===== src/rtl/alu_arbiter.sv =====
// Round-robin arbiter sharing one pipelined ALU between the control unit (0)
// and the debug port (1); returns tagged results and keeps issue counters.
module alu_arbiter #(
  parameter int unsigned ALU_LAT = 3,
  parameter int unsigned CNT_W   = 16,
  parameter logic [4:0]  NOP_OP  = 5'b00000
) (
  input  logic             clk,
  input  logic             clear,
  input  logic             req0_valid,
  output logic             req0_ready,
  input  logic [31:0]      req0_A,
  input  logic [31:0]      req0_B,
  input  logic [4:0]       req0_op,
  input  logic             req1_valid,
  output logic             req1_ready,
  input  logic [31:0]      req1_A,
  input  logic [31:0]      req1_B,
  input  logic [4:0]       req1_op,
  output logic             alu_clear,
  output logic [31:0]      alu_A,
  output logic [31:0]      alu_B,
  output logic [4:0]       alu_opcode,
  input  logic [63:0]      alu_C,
  output logic             resp_valid,
  output logic             resp_id,
  output logic [63:0]      resp_data,
  output logic [1:0]       in_flight,
  output logic [CNT_W-1:0] issue_cnt0,
  output logic [CNT_W-1:0] issue_cnt1
);

  logic               last_grant;
  logic               grant_any;
  logic               winner;
  logic [ALU_LAT-1:0] tag_v;
  logic [ALU_LAT-1:0] tag_id;
  logic [CNT_W-1:0]   cnt0;
  logic [CNT_W-1:0]   cnt1;

  always_comb begin
    grant_any = 1'b0;
    winner    = 1'b0;
    if (!clear) begin
      if (req0_valid && req1_valid) begin
        grant_any = 1'b1;
        winner    = ~last_grant;
      end else if (req0_valid) begin
        grant_any = 1'b1;
        winner    = 1'b0;
      end else if (req1_valid) begin
        grant_any = 1'b1;
        winner    = 1'b1;
      end
    end
  end

  assign req0_ready = grant_any & ~winner;
  assign req1_ready = grant_any & winner;
  assign alu_clear  = clear;

  always_comb begin
    alu_A      = '0;
    alu_B      = '0;
    alu_opcode = NOP_OP;
    if (grant_any) begin
      alu_A      = winner ? req1_A  : req0_A;
      alu_B      = winner ? req1_B  : req0_B;
      alu_opcode = winner ? req1_op : req0_op;
    end
  end

  // Tag pipeline mirrors the ALU stages so the last tag lines up with C_reg.
  always_ff @(posedge clk) begin
    if (clear) begin
      tag_v      <= '0;
      tag_id     <= '0;
      last_grant <= 1'b1;
      cnt0       <= '0;
      cnt1       <= '0;
    end else begin
      tag_v[0]  <= grant_any;
      tag_id[0] <= winner;
      for (int unsigned i = 1; i < ALU_LAT; i++) begin
        tag_v[i]  <= tag_v[i-1];
        tag_id[i] <= tag_id[i-1];
      end
      if (grant_any) begin
        last_grant <= winner;
        if (winner) cnt1 <= cnt1 + 1'b1;
        else        cnt0 <= cnt0 + 1'b1;
      end
    end
  end

  // Results landing in a clear cycle belong to flushed ops and are suppressed.
  assign resp_valid = tag_v[ALU_LAT-1] & ~clear;
  assign resp_id    = resp_valid & tag_id[ALU_LAT-1];
  assign resp_data  = resp_valid ? alu_C : '0;

  always_comb begin
    int unsigned n;
    n = 0;
    for (int unsigned i = 0; i < ALU_LAT; i++) begin
      n = n + 32'(tag_v[i]);
    end
    in_flight = 2'(n);
  end

  assign issue_cnt0 = cnt0;
  assign issue_cnt1 = cnt1;

endmodule

===== config.mk =====
export PLATFORM = sky130hd
export DESIGN_NAME = alu_arbiter
export DESIGN_NICKNAME = d
export VERILOG_FILES = /design/src/rtl/alu_arbiter.sv
export SDC_FILE = /design/constraint.sdc
export NUM_CORES = 1
export LEC_CHECK = 0
export CORE_AREA = 2 2 146 148
export CTS_CLUSTER_SIZE = 25
export DETAILED_ROUTE_END_ITERATION = 8
export DIE_AREA = 0 0 148 150
export HOLD_SLACK_MARGIN = 0.06
export MAX_ROUTING_LAYER = met4
export SLEW_MARGIN = 40
export SYNTH_ARGS = -nofsm -noshare
export SYNTH_HDL_FRONTEND = slang
export SYNTH_SLANG_ARGS = --single-unit

===== constraint.sdc =====
create_clock -name clk -period 2 [get_ports clk]
set_clock_uncertainty 0.05 [all_clocks]
set_input_delay 0.3 -clock clk [delete_from_list [all_inputs] [get_ports clk]]
set_output_delay 0.3 -clock clk [all_outputs]
set_load 0.01 [all_outputs]

==> run_results.csv, run 1 <==
group,metric,value,unit
yosys,synth_seq_area_share,0.245,
clock_network,htreeDepth,2,
critical_path,reg2reg_slack,0.11,ns
clock_network,clkTransAtPathRegs,0.06,ns
timing,rsz0062_at_grt,"false",
status,outcome,"completed",
timing,slew_headroom,0.735,
floorplan,die_h,150,um
floorplan,die_w,148,um
hold_path,hold_depth,3,
yosys,ys_ff_latch,39,
floorplan,start_util,0.154,
detailed_routing,routed_wirelength,20.2,mm
power_and_ir_drop,internal_power,2.09,mW
floorplan,num_rows,53,
placement,post_dp_cell_area,7740,sq um
layout,final_util,0.372,
power_and_ir_drop,vdd_ir_drop_max,0.263,mV
floorplan,die_area,22200,sq um
critical_path,worstPathMaxFanout,15,
timing,fmax,515,MHz
layout,finish.instance_area,7690,sq um
timing,period_needed,1.94,ns
critical_path,r2r-end,"issue_cnt1[10]",
clock_network,tritoncts,"built",
critical_path,r2r_start,"last_grant",
detailed_routing,drtPass1Iterations,4,
timing,fin_crit_sh,0.971,
critical_path,cpMaxStageDelayCell,"dfxtp_2",
detailed_routing,drtAntennaViolNets,0,
yosys,synthCells,506,
layout,insertedDiodeCount,0,
critical_path,critPathRequiredTime,1.65,ns
clock_network,cts_max_path_buffers,2,
power_and_ir_drop,cellLeakagePower,3.30,nW
hold_path,hp-class,"input port to register",
critical_path,crit_path_cell_trace,"a21bo_4 > buf_12 > buf_4 > nor3_1 > nor3_2 > buf_2",
floorplan,core,20700,sq um
yosys,ys_warn_count,0,
hold_path,whs_endpoint,"tag_v[2]",
power_and_ir_drop,p_per_area,376,nW/um^2
clock_network,cts_hold_buf,0,
clock_network,ctsRootBufferMaster,"clkbuf_16",
yosys,synth_top_cells_by_count,"141 x nor3_1, 91 x nor2_1, 65 x and2_1, 43 x clkbuf_1, 39 x dfxtp_1",
yosys,syn-cell-area,3190,sq um
yosys,synth.most_common_cell,"nor3_1",
timing,tns,0,ns
detailed_routing,first_iter_violations,199,
power_and_ir_drop,power_frac_comb,0.396,
critical_path,startpoint_type,"register",
yosys,synth_area_leader_cell,"dfxtp_1",
placement,io_buffers,377,
timing,finalHoldViolations,0,
timing,final-setup-viol-count,0,
clock_network,insertion_delay,0.28,ns
detailed_routing,vias_per_cell,4.30,
job,maxCapViolCount,0,
global_routing,track_usage,0.170,
detailed_routing,wl_per_cell,17.0,um
global_routing,grt_pass1_vias,4960,
yosys,syn_area_per_cell,6.30,sq um
layout,fillCellCount,2212,
detailed_routing,drc,0,
hold_path,min_from,"clear",
global_routing,grt_pass1_wl,28.3,mm
layout,syn_to_final_growth,141,%
floorplan,ioPinCount,378,
layout,num-nets-final,1118,
timing,worst_pin_slew,0.393,ns
critical_path,cpPeakStageDelay,0.33,ns
global_routing,grt_max_degree,56,
yosys,ys_top_cells_by_area,"dfxtp_1 25%, nor3_1 22%, and2_1 13%",
critical_path,cp.arrival,1.59,ns
clock_network,numCtsBuffers,5,
yosys,ys.flop_type,"dfxtp_1",
placement,dp_hpwl,16.5,mm
placement,gp_congestion,0.811,
yosys,syn_nets,715,
yosys,synth_top_area_frac,0.245,
detailed_routing,via_count,5093,
yosys,synth_edf_count,0,
power_and_ir_drop,p_seq_frac,0.277,
global_routing,antenna_found_initial,0,
power_and_ir_drop,power_frac_clock,0.327,
layout,drive_gt1_frac,0.201,
critical_path,crit_type,"register to output pin",
power_and_ir_drop,swShare,0.278,
yosys,synthArstFlopShare,0,
power_and_ir_drop,switching_power,804,uW
timing,slew_viol_final,0,
clock_network,cts_sinks,39,
critical_path,rr_worst_depth,5,
critical_path,endpoint_kind,"output pin",
yosys,ys_types,35,
global_routing,overflow,0,
power by group through the flow:
stage                     Sequential [mW]  Clock (mW)  Combinational [mW]
after floorplan                     0.822           0               0.352
after global placement              0.817           0                1.22
after detailed placement            0.818           0                1.22
after CTS                           0.801       0.968                1.13
after global routing                0.802       0.998                1.24
final                               0.802       0.945                1.14
final cells by class:
class | count | area, sq um | share of cell area
clock buffers | 6 | 139 | 0.0181
clock inverters | 2 | 35.0 | 0.00456
inverters | 7 | 26.3 | 0.00342
multi-input cells | 412 | 2330 | 0.303
flip-flops and latches | 39 | 783 | 0.102
well taps | 275 | 344 | 0.0448
repair buffers | 444 | 4030 | 0.524
registers in the layout (all words and copies together), names as in the netlist:
register    count
issue_cnt0     16
tag_id          3
issue_cnt1     16
tag_v           3
last_grant      1
kinds of logic after synthesis:
family | Yosys count | share of synthesized area
buffers and inverters | 55 | 0.0668
and+or+nand+nor | 361 | 0.570
DFF | 39 | 0.245
adders and majority gates | 3 | 0.0141
AOI/OAI and AO/OA | 30 | 0.0534
muxes | 3 | 0.00982
xor gates and xnor gates | 15 | 0.0412
layout by cell type (no fill, tap or decap), types with 2 or more instances in the layout:
| cell | Yosys | layout |
|---|---|---|
| a21oi_1 | 12 | 12 |
| and2_1 | 65 | 65 |
| buf_12 | 0 | 12 |
| buf_2 | 2 | 69 |
| buf_4 | 1 | 60 |
| buf_6 | 0 | 4 |
| clkbuf_16 | 0 | 7 |
| clkdlybuf4s50_1 | 0 | 237 |
| dfxtp_1 | 39 | 37 |
| dfxtp_2 | 0 | 2 |
| dlygate4sd2_1 | 0 | 59 |
| ha_1 | 2 | 2 |
| inv_1 | 7 | 7 |
| mux2i_1 | 2 | 2 |
| nand2_1 | 17 | 17 |
| nand3_1 | 8 | 8 |
| nand4_1 | 8 | 8 |
| nor2_1 | 91 | 90 |
| nor2b_1 | 7 | 6 |
| nor3_1 | 141 | 123 |
| nor3_2 | 0 | 18 |
| nor4_1 | 6 | 6 |
| o21ai_0 | 3 | 3 |
| o21ai_1 | 9 | 8 |
| o31ai_1 | 2 | 2 |
| or3_1 | 9 | 9 |
| or4_1 | 4 | 2 |
| or4_4 | 0 | 2 |
| xnor2_1 | 12 | 12 |
| xor2_1 | 3 | 3 |
layer usage:
| metal | vias up | track usage | wire length [um] |
|---|---|---|---|
| li1 | 2528 | - | - |
| met1 | 2254 | 0.184 | 7670 |
| met3 | 37 | 0.0335 | 1440 |
| met2 | 274 | 0.295 | 10000 |
| met5 | - | - | 0 |
| met4 | 0 | 0.0924 | 1040 |
repair_timing:
action / 4_1_cts / 5_1_grt
resized for setup: 376 / 7
setup buffers: 1 / 0
pin swaps: 3 / 21
setup endpoints to repair: 140 / 43
cloned: 0 / 2
critical path, delay by kind of cell (launching register included):
family | cells | cell delay [ns]
flip-flops | 1 | 0.33
buffers and inverters | 3 | 0.46
AO/OA/AOI/OAI | 1 | 0.25
AND/OR/NAND/NOR | 2 | 0.25
worst max path at each step:
| stage | startpoint | to | slack [ns] | depth (start not counted) |
|---|---|---|---|---|
| floorplan | issue_cnt1[3] | issue_cnt1[12] | 0.01 | 5 |
| global placement | req0_valid | alu_A[27] | -0.64 | 8 |
| detailed placement | req0_valid | alu_A[27] | -0.69 | 8 |
| CTS | tag_v[2] | resp_data[12] | -0.009 | 4 |
| global route | last_grant | alu_B[3] | 0.004 | 7 |
| finish | last_grant | alu_A[1] | 0.06 | 6 |
per-stage QoR:
| step | cells | worst slack (ns) | power (mW) | hold slack [ns] |
|---|---|---|---|---|
| final | 1185 | 0.0587 | 2.89 | 0.275 |
| after global routing | 1185 | 0.00394 | 3.04 | 0.270 |
| after CTS | 1183 | -0.00945 | 2.90 | 0.270 |
| after detailed placement | 1174 | -0.686 | 2.04 | 0.381 |
| after global placement | 1174 | -0.636 | 2.04 | 0.371 |
| after floorplan | 506 | 0.0129 | 1.17 | 0.364 |
Note: power is estimated with default switching activity, not from simulation.
==> inputs of run 2 (changes only) <==
--- a/config.mk
+++ b/config.mk
@@ -5,13 +5,14 @@
 export SDC_FILE = /design/constraint.sdc
 export NUM_CORES = 1
 export LEC_CHECK = 0
+export CAP_MARGIN = 15
 export CORE_AREA = 2 2 146 148
 export CTS_CLUSTER_SIZE = 25
 export DETAILED_ROUTE_END_ITERATION = 8
 export DIE_AREA = 0 0 148 150
 export HOLD_SLACK_MARGIN = 0.06
 export MAX_ROUTING_LAYER = met4
-export SLEW_MARGIN = 40
+export SLEW_MARGIN = 25
 export SYNTH_ARGS = -nofsm -noshare
 export SYNTH_HDL_FRONTEND = slang
 export SYNTH_SLANG_ARGS = --single-unit
==> results of run 2 <==
Final layout, timing and power as in run 1 (identical DEF).
==> inputs of run 3 (changes only) <==
--- a/config.mk
+++ b/config.mk
@@ -7,6 +7,7 @@
 export LEC_CHECK = 0
 export CAP_MARGIN = 15
 export CORE_AREA = 2 2 146 148
+export CTS_BUF_LIST = sky130_fd_sc_hd__clkbuf_2
 export CTS_CLUSTER_SIZE = 25
 export DETAILED_ROUTE_END_ITERATION = 8
 export DIE_AREA = 0 0 148 150
==> run 3 against run 2 <==
Against the previous run:
- the run now ends with setup timing left
- setup slack worse by 0.20 ns
- global-route usage rose by 0.54 points
- sequential power is essentially flat
- count of clock-buffer cells in the layout is 1 lower
- highest routed layer unchanged
==> run_results.csv, run 3 (synthesis gave the netlist of run 1 again) <==
group,metric,value,unit
status,outcome,"finished with violations",
status,violations,"setup timing",
detailed_routing,wl_per_cell,17.5,um
placement,gp_congestion,0.811,
layout,layout_common_cells,"235 x clkdlybuf4s50_1, 113 x nor3_1, 74 x buf_2, 73 x nor2_1, 49 x buf_4",
hold_path,hold_depth,3,
critical_path,r2r_start,"last_grant",
clock_network,tritoncts,"built",
global_routing,antenna_found_initial,1,
critical_path,rr_worst_depth,7,
hold_path,hp-class,"input port to register",
detailed_routing,via_count,5194,
clock_network,cts_sinks,39,
placement,dp_hpwl,16.5,mm
floorplan,ioPinCount,378,
layout,drive_gt1_frac,0.348,
critical_path,worstPathMaxFanout,9,
global_routing,grt_pass1_wl,29.1,mm
job,maxCapViolCount,0,
detailed_routing,first_iter_violations,138,
floorplan,start_util,0.154,
layout,finish.instance_area,8070,sq um
detailed_routing,drtAntennaViolNets,0,
placement,post_dp_cell_area,7740,sq um
power_and_ir_drop,power_frac_comb,0.495,
global_routing,grt_max_degree,56,
layout,syn_to_final_growth,153,%
clock_network,clkTransAtPathRegs,0.22,ns
timing,finalHoldViolations,0,
global_routing,overflow,0,
critical_path,cpPeakStageDelay,0.38,ns
power_and_ir_drop,switching_power,799,uW
timing,final-setup-viol-count,85,
layout,regArea,785,sq um
critical_path,crit_type,"register to output pin",
clock_network,numCtsBuffers,5,
placement,io_buffers,377,
floorplan,die_h,150,um
detailed_routing,vias_per_cell,4.31,
power_and_ir_drop,vdd_ir_drop_max,0.233,mV
layout,final_common_cell,"clkdlybuf4s50_1",
critical_path,endpoint_kind,"output pin",
power_and_ir_drop,swShare,0.314,
clock_network,ctsRootBufferMaster,"clkbuf_2",
timing,slew_headroom,0.735,
critical_path,cpMaxStageDelayCell,"dfxtp_2",
detailed_routing,drtPass1Iterations,4,
hold_path,min_from,"clear",
global_routing,track_usage,0.176,
timing,worst_pin_slew,0.393,ns
critical_path,crit_top_cell,"buf_6",
clock_network,htreeDepth,2,
power_and_ir_drop,p_per_area,315,nW/um^2
hold_path,whs_endpoint,"tag_v[1]",
clock_network,cts_max_path_buffers,2,
floorplan,die_area,22200,sq um
floorplan,core,20700,sq um
critical_path,crit_path_cell_trace,"buf_6 > a21boi_4 > buf_12 > buf_8 > buf_6 > nor2_2 > nor3_1 > buf_2",
layout,multi_input_comb_area,2550,sq um
critical_path,cp.arrival,1.79,ns
layout,instances_no_fill,1206,
timing,period_needed,2.14,ns
critical_path,r2r-end,"issue_cnt0[15]",
floorplan,die_w,148,um
timing,timing.final.ws_setup,-0.140,ns
placement,dp_cells,1174,
power_and_ir_drop,p_total,2.54,mW
clock_network,insertion_delay,0.40,ns
critical_path,reg2reg_slack,-0.11,ns
floorplan,num_rows,53,
timing,fmax,467,MHz
timing,slew_viol_final,0,
power_and_ir_drop,internal_power,1.74,mW
detailed_routing,drc,0,
power_and_ir_drop,power_frac_clock,0.189,
global_routing,grt_pass1_vias,5072,
detailed_routing,routed_wirelength,21.1,mm
critical_path,critPathRequiredTime,1.65,ns
layout,final_util,0.390,
power_and_ir_drop,p_seq_frac,0.316,
layout,fillCellCount,2189,
timing,rsz0062_at_grt,"true",
power_and_ir_drop,cellLeakagePower,3.32,nW
layout,num-nets-final,1138,
timing,fin_crit_sh,1.07,
critical_path,startpoint_type,"register",
## run 3: cell types whose count changed in the layout (fill, tap and decap cells not counted), sizes merged
cell and change:
clkdlybuf4s15 +1, clkinv +1, dlymetal6s2s -1, dlygate4sd2 -55, diode +1, clkdlybuf4s50 -2, buf +43, dlygate4sd3 +1
clkbuf +32
## run 3: repair_timing
item | CTS | global route
pin swaps | 22 | 39
cloned | 3 | 5
hold buffers | 0 | 1
buffers inserted | 9 | 5
gates resized for setup | 506 | 156
hold endpoints to repair | 0 | 1
endpoints found under the setup margin | 134 | 131
## run 3: power groups by stage
stage | clock network, mW | logic (mW) | registers, mW
after floorplan | 0 | 0.352 | 0.822
after global placement | 0 | 1.22 | 0.817
after detailed placement | 0 | 1.22 | 0.818
after CTS | 0.503 | 1.22 | 0.804
after global routing | 0.531 | 1.36 | 0.806
final | 0.481 | 1.26 | 0.803
## run 3: how the worst max path moves through the flow
stage	start	end	cells past startpoint
2_1_floorplan	issue_cnt1[3]	issue_cnt1[12]	5
3_3_place_gp	req0_valid	alu_A[27]	8
5_1_grt	last_grant	alu_A[10]	6
3_5_place_dp	req0_valid	alu_A[27]	8
4_1_cts	last_grant	alu_B[16]	7
6_report	last_grant	alu_A[3]	8
## run 3: metal layers
| metal | GRT usage | share of wire |
|---|---|---|
| met2 | 0.314 | 0.51 |
| met4 | 0.0743 | 0.043 |
| met5 | - | 0 |
| met3 | 0.0341 | 0.072 |
| met1 | 0.191 | 0.37 |
## run 3: worst max-delay path: cells and delay by family (launching register included)
kind	cells	cell delay (ns)
buf+inv	5	0.71
compound gates	1	0.14
simple gates	2	0.16
flops	1	0.38
## run 3: cell type report
class                   instances  share of cell area
diodes                          1            0.000310
clock buffers                   5             0.00310
clock inverters                 3             0.00480
inverters                       7             0.00325
multi-input cells             412               0.316
flip-flops and latches         39              0.0972
well taps                     275              0.0426
repair buffers                464               0.532
## run 3: through the flow
step / setup slack (ns) / hold WS [ns] / setup TNS (ns)
6_report: -0.140 / 0.115 / -5.87
2_1_floorplan: 0.0129 / 0.364 / 0
3_3_place_gp: -0.636 / 0.371 / -43.83
4_1_cts: -0.220 / 0.0727 / -8.05
3_5_place_dp: -0.686 / 0.381 / -45.05
5_1_grt: -0.271 / 0.0611 / -18.11
